==> config.mk <==
export PLATFORM = sky130hd
export DESIGN_NAME = am2950
export DESIGN_NICKNAME = d
export VERILOG_FILES = /design/src/rtl/am2950_pkg.sv /design/src/rtl/am2950_flag.sv /design/src/rtl/am2950.sv
export SDC_FILE = /design/constraint.sdc
export NUM_CORES = 1
export LEC_CHECK = 0
export BUFFER_PORTS_ARGS = -buffer_cell sky130_fd_sc_hd__buf_4
export CAP_MARGIN = 20
export CELL_PAD_IN_SITES_DETAIL_PLACEMENT = 0
export CELL_PAD_IN_SITES_GLOBAL_PLACEMENT = 1
export CORE_ASPECT_RATIO = 1.1
export CORE_MARGIN = 5
export CORE_UTILIZATION = 29
export CTS_BUF_LIST = sky130_fd_sc_hd__clkbuf_2 sky130_fd_sc_hd__clkbuf_4 sky130_fd_sc_hd__clkbuf_8
export CTS_CLUSTER_DIAMETER = 80
export DETAILED_ROUTE_END_ITERATION = 12
export PLACE_DENSITY = 0.62
export SETUP_SLACK_MARGIN = 0.05
export SKIP_CTS_REPAIR_TIMING = 1
export SLEW_MARGIN = 20
export SYNTH_ARGS = -nofsm -noshare
export SYNTH_HDL_FRONTEND = slang
export SYNTH_HIERARCHICAL = 1
export SYNTH_SLANG_ARGS = --single-unit
==> constraint.sdc <==
create_clock -name clk -period 4.25 [get_ports clk]
set_clock_uncertainty 0.1 [all_clocks]
set_input_delay 1.0625 -clock clk [delete_from_list [all_inputs] [get_ports clk]]
set_output_delay 1.0625 -clock clk [all_outputs]
set_load 0.03 [all_outputs]
==> src/rtl/am2950_pkg.sv <==
// am2950_pkg: shared definitions for the am2950 bus port controller.
//   - tx_state_e  : transmit FSM state encoding (IDLE/SETUP/STROBE/WAIT)
//   - AM2950_WIDTH: default data path width
package am2950_pkg;

    localparam int AM2950_WIDTH = 8;

    typedef enum logic [1:0] {
        ST_IDLE   = 2'd0,
        ST_SETUP  = 2'd1,
        ST_STROBE = 2'd2,
        ST_WAIT   = 2'd3
    } tx_state_e;

endpackage

==> src/rtl/am2950_flag.sv <==
// am2950_flag: single status flag flip-flop.
//   clk   : clock
//   rst_  : asynchronous active-low clear
//   i_set : synchronous set
//   i_clr : synchronous clear (wins over i_set)
//   o_q   : flag value
module am2950_flag (
    input  logic clk,
    input  logic rst_,
    input  logic i_set,
    input  logic i_clr,
    output logic o_q
);

    logic r_q;

    // Flag state: clear has priority over set.
    always_ff @(posedge clk or negedge rst_) begin
        if (!rst_) begin
            r_q <= 1'b0;
        end else if (i_clr) begin
            r_q <= 1'b0;
        end else if (i_set) begin
            r_q <= 1'b1;
        end else begin
            r_q <= r_q;
        end
    end

    assign o_q = r_q;

endmodule

==> src/rtl/am2950.sv <==
// am2950: bidirectional bus port controller with strobe/acknowledge handshake,
// feeding an am2926 inverting bus driver/receiver.
//
// Optional feature macro: AM2950_OVERRUN_EN adds the sticky receive-overrun
// output `ovr`; without it rejected strobes are silently dropped.
//
// Ports:
//   clk, rst_      : clock, asynchronous active-low reset
//   a_d, ldr, fr   : local transmit data, load strobe, R-full flag
//   s_q, rds, fs   : received word, local read (clears fs), S-full flag
//   d, be, re_     : to am2926 (driver data = R, drive enable, receive enable)
//   r              : from am2926 receiver
//   bstb_, back_   : outgoing strobe / partner acknowledge (active low)
//   bin_stb_, bin_ack_ : incoming strobe / our acknowledge (active low)
//   ovr            : receive overrun (AM2950_OVERRUN_EN only)
module am2950
    import am2950_pkg::*;
#(
    parameter int WIDTH = AM2950_WIDTH
) (
    input  logic             clk,
    input  logic             rst_,
    input  logic [WIDTH-1:0] a_d,
    input  logic             ldr,
    output logic             fr,
    output logic [WIDTH-1:0] s_q,
    input  logic             rds,
    output logic             fs,
    output logic [WIDTH-1:0] d,
    output logic             be,
    output logic             re_,
    input  logic [WIDTH-1:0] r,
    output logic             bstb_,
    input  logic             back_,
    input  logic             bin_stb_,
    output logic             bin_ack_
`ifdef AM2950_OVERRUN_EN
    ,
    output logic             ovr
`endif
);

    tx_state_e        r_state;
    logic [WIDTH-1:0] r_r;
    logic [WIDTH-1:0] r_s;
    logic             r_be;
    logic             r_bstb_n;
    logic             r_bin_ack_n;
    logic             r_stb_prev;

    logic w_fr;
    logic w_fs;
    logic w_load;
    logic w_fr_clr;
    logic w_stb_new;
    logic w_accept;

    // A load is taken only from IDLE with R empty; otherwise R is left alone.
    assign w_load   = (r_state == ST_IDLE) && ldr && !w_fr;
    assign w_fr_clr = (r_state == ST_WAIT) && !back_;

    // Incoming strobe counts once per falling edge, and only while listening.
    assign w_stb_new = !r_be && !bin_stb_ && r_stb_prev;
    assign w_accept  = w_stb_new && !w_fs;

    // Transmit FSM with registered be/bstb_ derived from the next state.
    always_ff @(posedge clk or negedge rst_) begin
        if (!rst_) begin
            r_state  <= ST_IDLE;
            r_r      <= '0;
            r_be     <= 1'b0;
            r_bstb_n <= 1'b1;
        end else begin
            case (r_state)
                ST_IDLE: begin
                    if (w_load) begin
                        r_state  <= ST_SETUP;
                        r_r      <= a_d;
                        r_be     <= 1'b1;
                        r_bstb_n <= 1'b1;
                    end else begin
                        r_be     <= 1'b0;
                        r_bstb_n <= 1'b1;
                    end
                end
                ST_SETUP: begin
                    r_state  <= ST_STROBE;
                    r_be     <= 1'b1;
                    r_bstb_n <= 1'b0;
                end
                ST_STROBE: begin
                    r_state  <= ST_WAIT;
                    r_be     <= 1'b1;
                    r_bstb_n <= 1'b1;
                end
                ST_WAIT: begin
                    // No timeout: the partner's acknowledge is the only exit.
                    if (!back_) begin
                        r_state  <= ST_IDLE;
                        r_be     <= 1'b0;
                    end else begin
                        r_be     <= 1'b1;
                    end
                    r_bstb_n <= 1'b1;
                end
                default: begin
                    r_state  <= ST_IDLE;
                    r_be     <= 1'b0;
                    r_bstb_n <= 1'b1;
                end
            endcase
        end
    end

    // Receive path: S capture, one-cycle acknowledge, strobe history.
    always_ff @(posedge clk or negedge rst_) begin
        if (!rst_) begin
            r_s         <= '0;
            r_bin_ack_n <= 1'b1;
            r_stb_prev  <= 1'b1;
        end else begin
            r_stb_prev  <= bin_stb_;
            r_bin_ack_n <= !w_accept;
            if (w_accept) begin
                r_s <= r;
            end else begin
                r_s <= r_s;
            end
        end
    end

    am2950_flag u_fr (
        .clk   (clk),
        .rst_  (rst_),
        .i_set (w_load),
        .i_clr (w_fr_clr),
        .o_q   (w_fr)
    );

    am2950_flag u_fs (
        .clk   (clk),
        .rst_  (rst_),
        .i_set (w_accept),
        .i_clr (rds),
        .o_q   (w_fs)
    );

`ifdef AM2950_OVERRUN_EN
    logic w_reject;
    logic w_ovr_clr;

    assign w_reject  = w_stb_new && w_fs;
    // A rejection in the same cycle as rds must leave the overrun visible.
    assign w_ovr_clr = rds && !w_reject;

    am2950_flag u_ovr (
        .clk   (clk),
        .rst_  (rst_),
        .i_set (w_reject),
        .i_clr (w_ovr_clr),
        .o_q   (ovr)
    );
`endif

    assign fr       = w_fr;
    assign fs       = w_fs;
    assign s_q      = r_s;
    assign d        = r_r;
    assign be       = r_be;
    assign re_      = r_be;
    assign bstb_    = r_bstb_n;
    assign bin_ack_ = r_bin_ack_n;

endmodule

; Yosys cells after proc, flatten, opt, wreduce, memory -nomap -nowiden
; Index checks and enable logic that the tools add are counted.
[classes]
n_eq_ne = 5
mux = 11
n_reduce_logical = 19
[ops]
columns = cell, count
row1 = $pmux 2 s4, 1
row2 = $logic_and 1x1->1, 6
row3 = $logic_not 1->1, 6
row4 = $mux 1, 6
row5 = $eq 2x2->1 const B, 2
row6 = $mux 2, 2
row7 = $reduce_and 2->1, 2
row8 = $reduce_bool 2->1, 2
row9 = $pmux 1 s3, 1
row10 = $reduce_or 3->1, 1
row11 = $eq 2x1->1 const B, 1
row12 = $logic_not 2->1, 1
row13 = $ne 2x1->1 const B, 1
row14 = $ne 2x2->1 const B, 1
row15 = $pmux 1 s2, 1
row16 = $reduce_or 2->1, 1
[totals]
register_bits = 24
in_bits = 22
output_inout_bits = 22
wordCells = 44

; Logic depth before layout (Yosys ltp)
[logic_depth]
ltp_word = 6
depth_mapped = 5
depth_no_buf = 5

; Modules after synthesis
; Netlist, hierarchy kept.
[modules_own_cells]
columns = module, instances, cells_each, area_per_inst_um2, seq_area_each_um2
row1 = am2950, 1, 61, 909.6, 554.3
row2 = am2950_flag, 2, 2, 35.0, 25.0

; Worst setup path before layout
; No wires, ideal clock.
[synth_timing]
kind = input to register
startpoint = in bin_stb_
endpoint = reg r_s[0] (netlist: s_q[0])
setup_ns = 0.125
arrival_time_ns = 1.805
required_time_ns = 4.025
setup_slack_ns = 2.220
cell_stages = 3
path_buffers = 1
path_cell_list = nor4b_4 -> buf_6 -> mux2_2
[synth_between]
elab_chain_len = 4
[synth_rtl]
columns = item, line_no
row1 = "start, declared", am2950.sv:35  ; input logic bin_stb_,
row2 = $logic_not 1->1, am2950.sv:63  ; assign w_stb_new = !r_be && !bin_stb_ && r_stb_prev;
row3 = $logic_and 1x1->1 (2 in a row), am2950.sv:63
row4 = $logic_and 1x1->1, am2950.sv:64  ; assign w_accept = w_stb_new && !w_fs;
row5 = net w_accept, am2950.sv:56  ; logic w_accept;
row6 = "end signal, assigned", am2950.sv:125  ; r_s <= r;
row7 = "end signal, assigned", am2950.sv:127  ; r_s <= r_s;
row8 = "end, declared", am2950.sv:45  ; logic [WIDTH-1:0] r_s;
; The timed path passes the listed nets, and every way through them passes these cells.
; A chain may end at the register's enable or synchronous reset.

; Final worst setup path
[layout_timing]
startpoint = reg r_bstb_n (netlist: bstb_)
endpoint = out bstb_
[layout_rtl]
columns = item, line_no
row1 = "start, declared", am2950.sv:47  ; logic r_bstb_n;
row2 = "start signal, assigned", am2950.sv:72  ; r_bstb_n <= 1'b1;
row3 = "start signal, assigned", am2950.sv:80  ; r_bstb_n <= 1'b1;
row4 = "start signal, assigned", am2950.sv:83  ; r_bstb_n <= 1'b1;
row5 = "end, declared", am2950.sv:33  ; output logic bstb_,
; No word-level cell between the ends.

==> flow_metrics.env <==
export IMPL_htree_levels=1
export IMPL_layout_min_cycle_time_ns=2.162
export IMPL_ys_warn_count=6
export IMPL_ios=44
export IMPL_syn_area_um2=979.7
export IMPL_die_x_um=65.42
export IMPL_synth_simple_area_share=0.05109
export IMPL_dieHeight_um=70.96
export IMPL_synthMuxAreaShare=0.1954
export IMPL_synth_nets=91
export IMPL_finalCritPeriodShare=0.5087
export IMPL_cts_buffer_depth=2
export IMPL_power_mw=1.103
export IMPL_worstRegToRegCells=2
export IMPL_routed_wl_mm=1.965
export IMPL_critPathBufInv=1
export IMPL_ys_seq_area_frac=0.6169
export IMPL_criticalPathCategory="flop to primary output"
export IMPL_cts_buffers_inserted=3
export IMPL_synthCells=65
export IMPL_end_kind="primary output"
export IMPL_vias=631
export IMPL_startpoint_type="flop"
export IMPL_power_density_nw_per_um2=808.1
export IMPL_yosys_top_cells_area="dfrtp_1, mux2_2, dfstp_2"
export IMPL_floorplan_initialDensity=0.2966
export IMPL_io_buffers=43
export IMPL_clk_pin_slew_ns=0.13
export IMPL_synth_top_area_frac=0.5364
export IMPL_critical_path_top_delay_family="flip-flops"
export IMPL_rows=22
export IMPL_root_buffer="clkbuf_4"
export IMPL_wl_per_cell_um=13.46
export IMPL_synth_top_cell_by_area="dfrtp_1"
export IMPL_overflow=0
export IMPL_area_growth_pct=39.34
export IMPL_nets=137
export IMPL_synth_xor_area_frac=0
export IMPL_synth_compound_area_share=0.04342
export IMPL_hpwl_mm=1.523
export IMPL_final_util=0.4133
export IMPL_slowest_stage="dfstp_2"
export IMPL_dr_pass1_iters=3
export IMPL_dp_worst_setup_slack_ns=1.807
export IMPL_grt_max_degree=25
export IMPL_layoutNonFillerInstCount=146
export IMPL_drc_errors=0
export IMPL_die_area_um2=4642
export IMPL_via_per_inst=4.322
export IMPL_synth_fa_ha_area_frac=0.05109
export IMPL_final_common_cell="buf_4"
export IMPL_ant_nets=0
export IMPL_worst_ep_arrival_time_ns=1.00
export IMPL_crit_cells=1
export IMPL_worst_pin_slew_ns=0.6011
export IMPL_synthDistinctLibCells=17
export IMPL_gp_congestion=0.7099
export IMPL_synth_top_family_by_area="multiplexers"
export IMPL_min_path_cells=1
export IMPL_avgSynthCellArea_um2=15.07
export IMPL_layout_drive_gt1_share=0.6273
export IMPL_vdd_drop_max_v=0.0002384
export IMPL_track_usage=0.09285
export IMPL_drv_cap=0
export IMPL_max_freq_mhz=462.6
export IMPL_critical_path_required_ns=3.09
export IMPL_setup_ws_ns=2.088
export IMPL_min_path_type="flop to flop"
export IMPL_ys_seq_elements=24
export IMPL_diodes=0
export IMPL_path_cells="buf_4"
export IMPL_grt_pass1_wl_mm=3.236
export IMPL_fin_setup_tns_ns=0
export IMPL_critPathMaxFanout=1
export IMPL_max_slew_margin_rel=0.5975
export IMPL_mostFrequentLayoutCells="buf_4, dfrtp_1, mux2_2"
export IMPL_status="complete, no violations"
export IMPL_leakagePower_nw=0.6795
export IMPL_core_um2=3303
export IMPL_drt_initial_drc_count=16
export IMPL_finalHoldViolCount=0
export IMPL_grt_pass1_vias=661
export IMPL_slew_violations=0
export IMPL_cts_tree="built"
export IMPL_setup_viol=0
export IMPL_cts_sinks=24
export IMPL_slowest_delay_ns=0.54
export IMPL_fill_cells=314
export IMPL_antenna_found_initial=0
export IMPL_rsz0062_at_grt="false"
export IMPL_insertion_delay_ns=0.31
export IMPL_dp_cells=142
[logic make-up after synthesis]
group                    Yosys count
flip-flops                        24
multiplexers                      17
buffers and inverters              8
AO/OA/AOI/OAI                      6
AND/OR/NAND/NOR                    6
adder cells (fa/ha/maj)            4
[layout make-up]
| cell class | count | area [µm²] | share of cell area |
|---|---|---|---|
| Clock buffer | 4 | 36.28 | 0.02658 |
| Multi-Input combinational cell | 33 | 334.1 | 0.2447 |
| Sequential cell | 24 | 604.3 | 0.4427 |
| Inverter | 6 | 22.52 | 0.01650 |
| Timing Repair Buffer | 43 | 322.8 | 0.2365 |
| Tap cell | 36 | 45.04 | 0.03300 |
[synthesized netlist by cell type (all sizes together)]
master / n
ha: 4
nor4b: 1
mux2: 17
nand2: 2
buf: 2
o21ba: 2
inv: 6
nor2b: 2
o21ai: 2
dfstp: 3
dfrtp: 21
a21oi: 1
a22oi: 1
nor2: 1
[metal layers]
layer,track usage,share of wire,up-vias
met4,0.06221,0.027,0
li1,-,-,307
met3,0.03492,0.12,5
met1,0.1132,0.43,285
met5,0,0,-
met2,0.1350,0.43,34
[worst paths after layout]
| kind | slack (ns) | startpoint | end |
|---|---|---|---|
| hold reg to reg | 0.42 | s_q[0]$_DFFE_PN0P_ | s_q[0]$_DFFE_PN0P_ |
| max in group asynchronous | 3.25 | rst_ | bin_ack_$_DFF_PN1_ |
| setup reg to reg | 2.60 | r_stb_prev$_DFF_PN1_ | s_q[4]$_DFFE_PN0P_ |
| setup / recovery | 2.09 | bstb_$_DFF_PN1_ | bstb_ |
| hold / removal | 0.42 | s_q[0]$_DFFE_PN0P_ | s_q[0]$_DFFE_PN0P_ |
| min in group asynchronous | 0.52 | rst_ | s_q[0]$_DFFE_PN0P_ |
[through the flow]
stage / hold WS, ns / area, µm²
floorplan: 0.4250 / 979.7
global placement: 0.3909 / 1329
detailed placement: 0.3985 / 1329
CTS: 0.4295 / 1365
global route: 0.4465 / 1365
finish: 0.4220 / 1365
[power breakdown]
group	total, mW	internal [mW]	switching (mW)
logic	0.582	0.253	0.329
registers	0.400	0.339	0.0616
clock network	0.121	0.0524	0.0682
total	1.10	0.645	0.459
(Power assumes the default switching activity.)
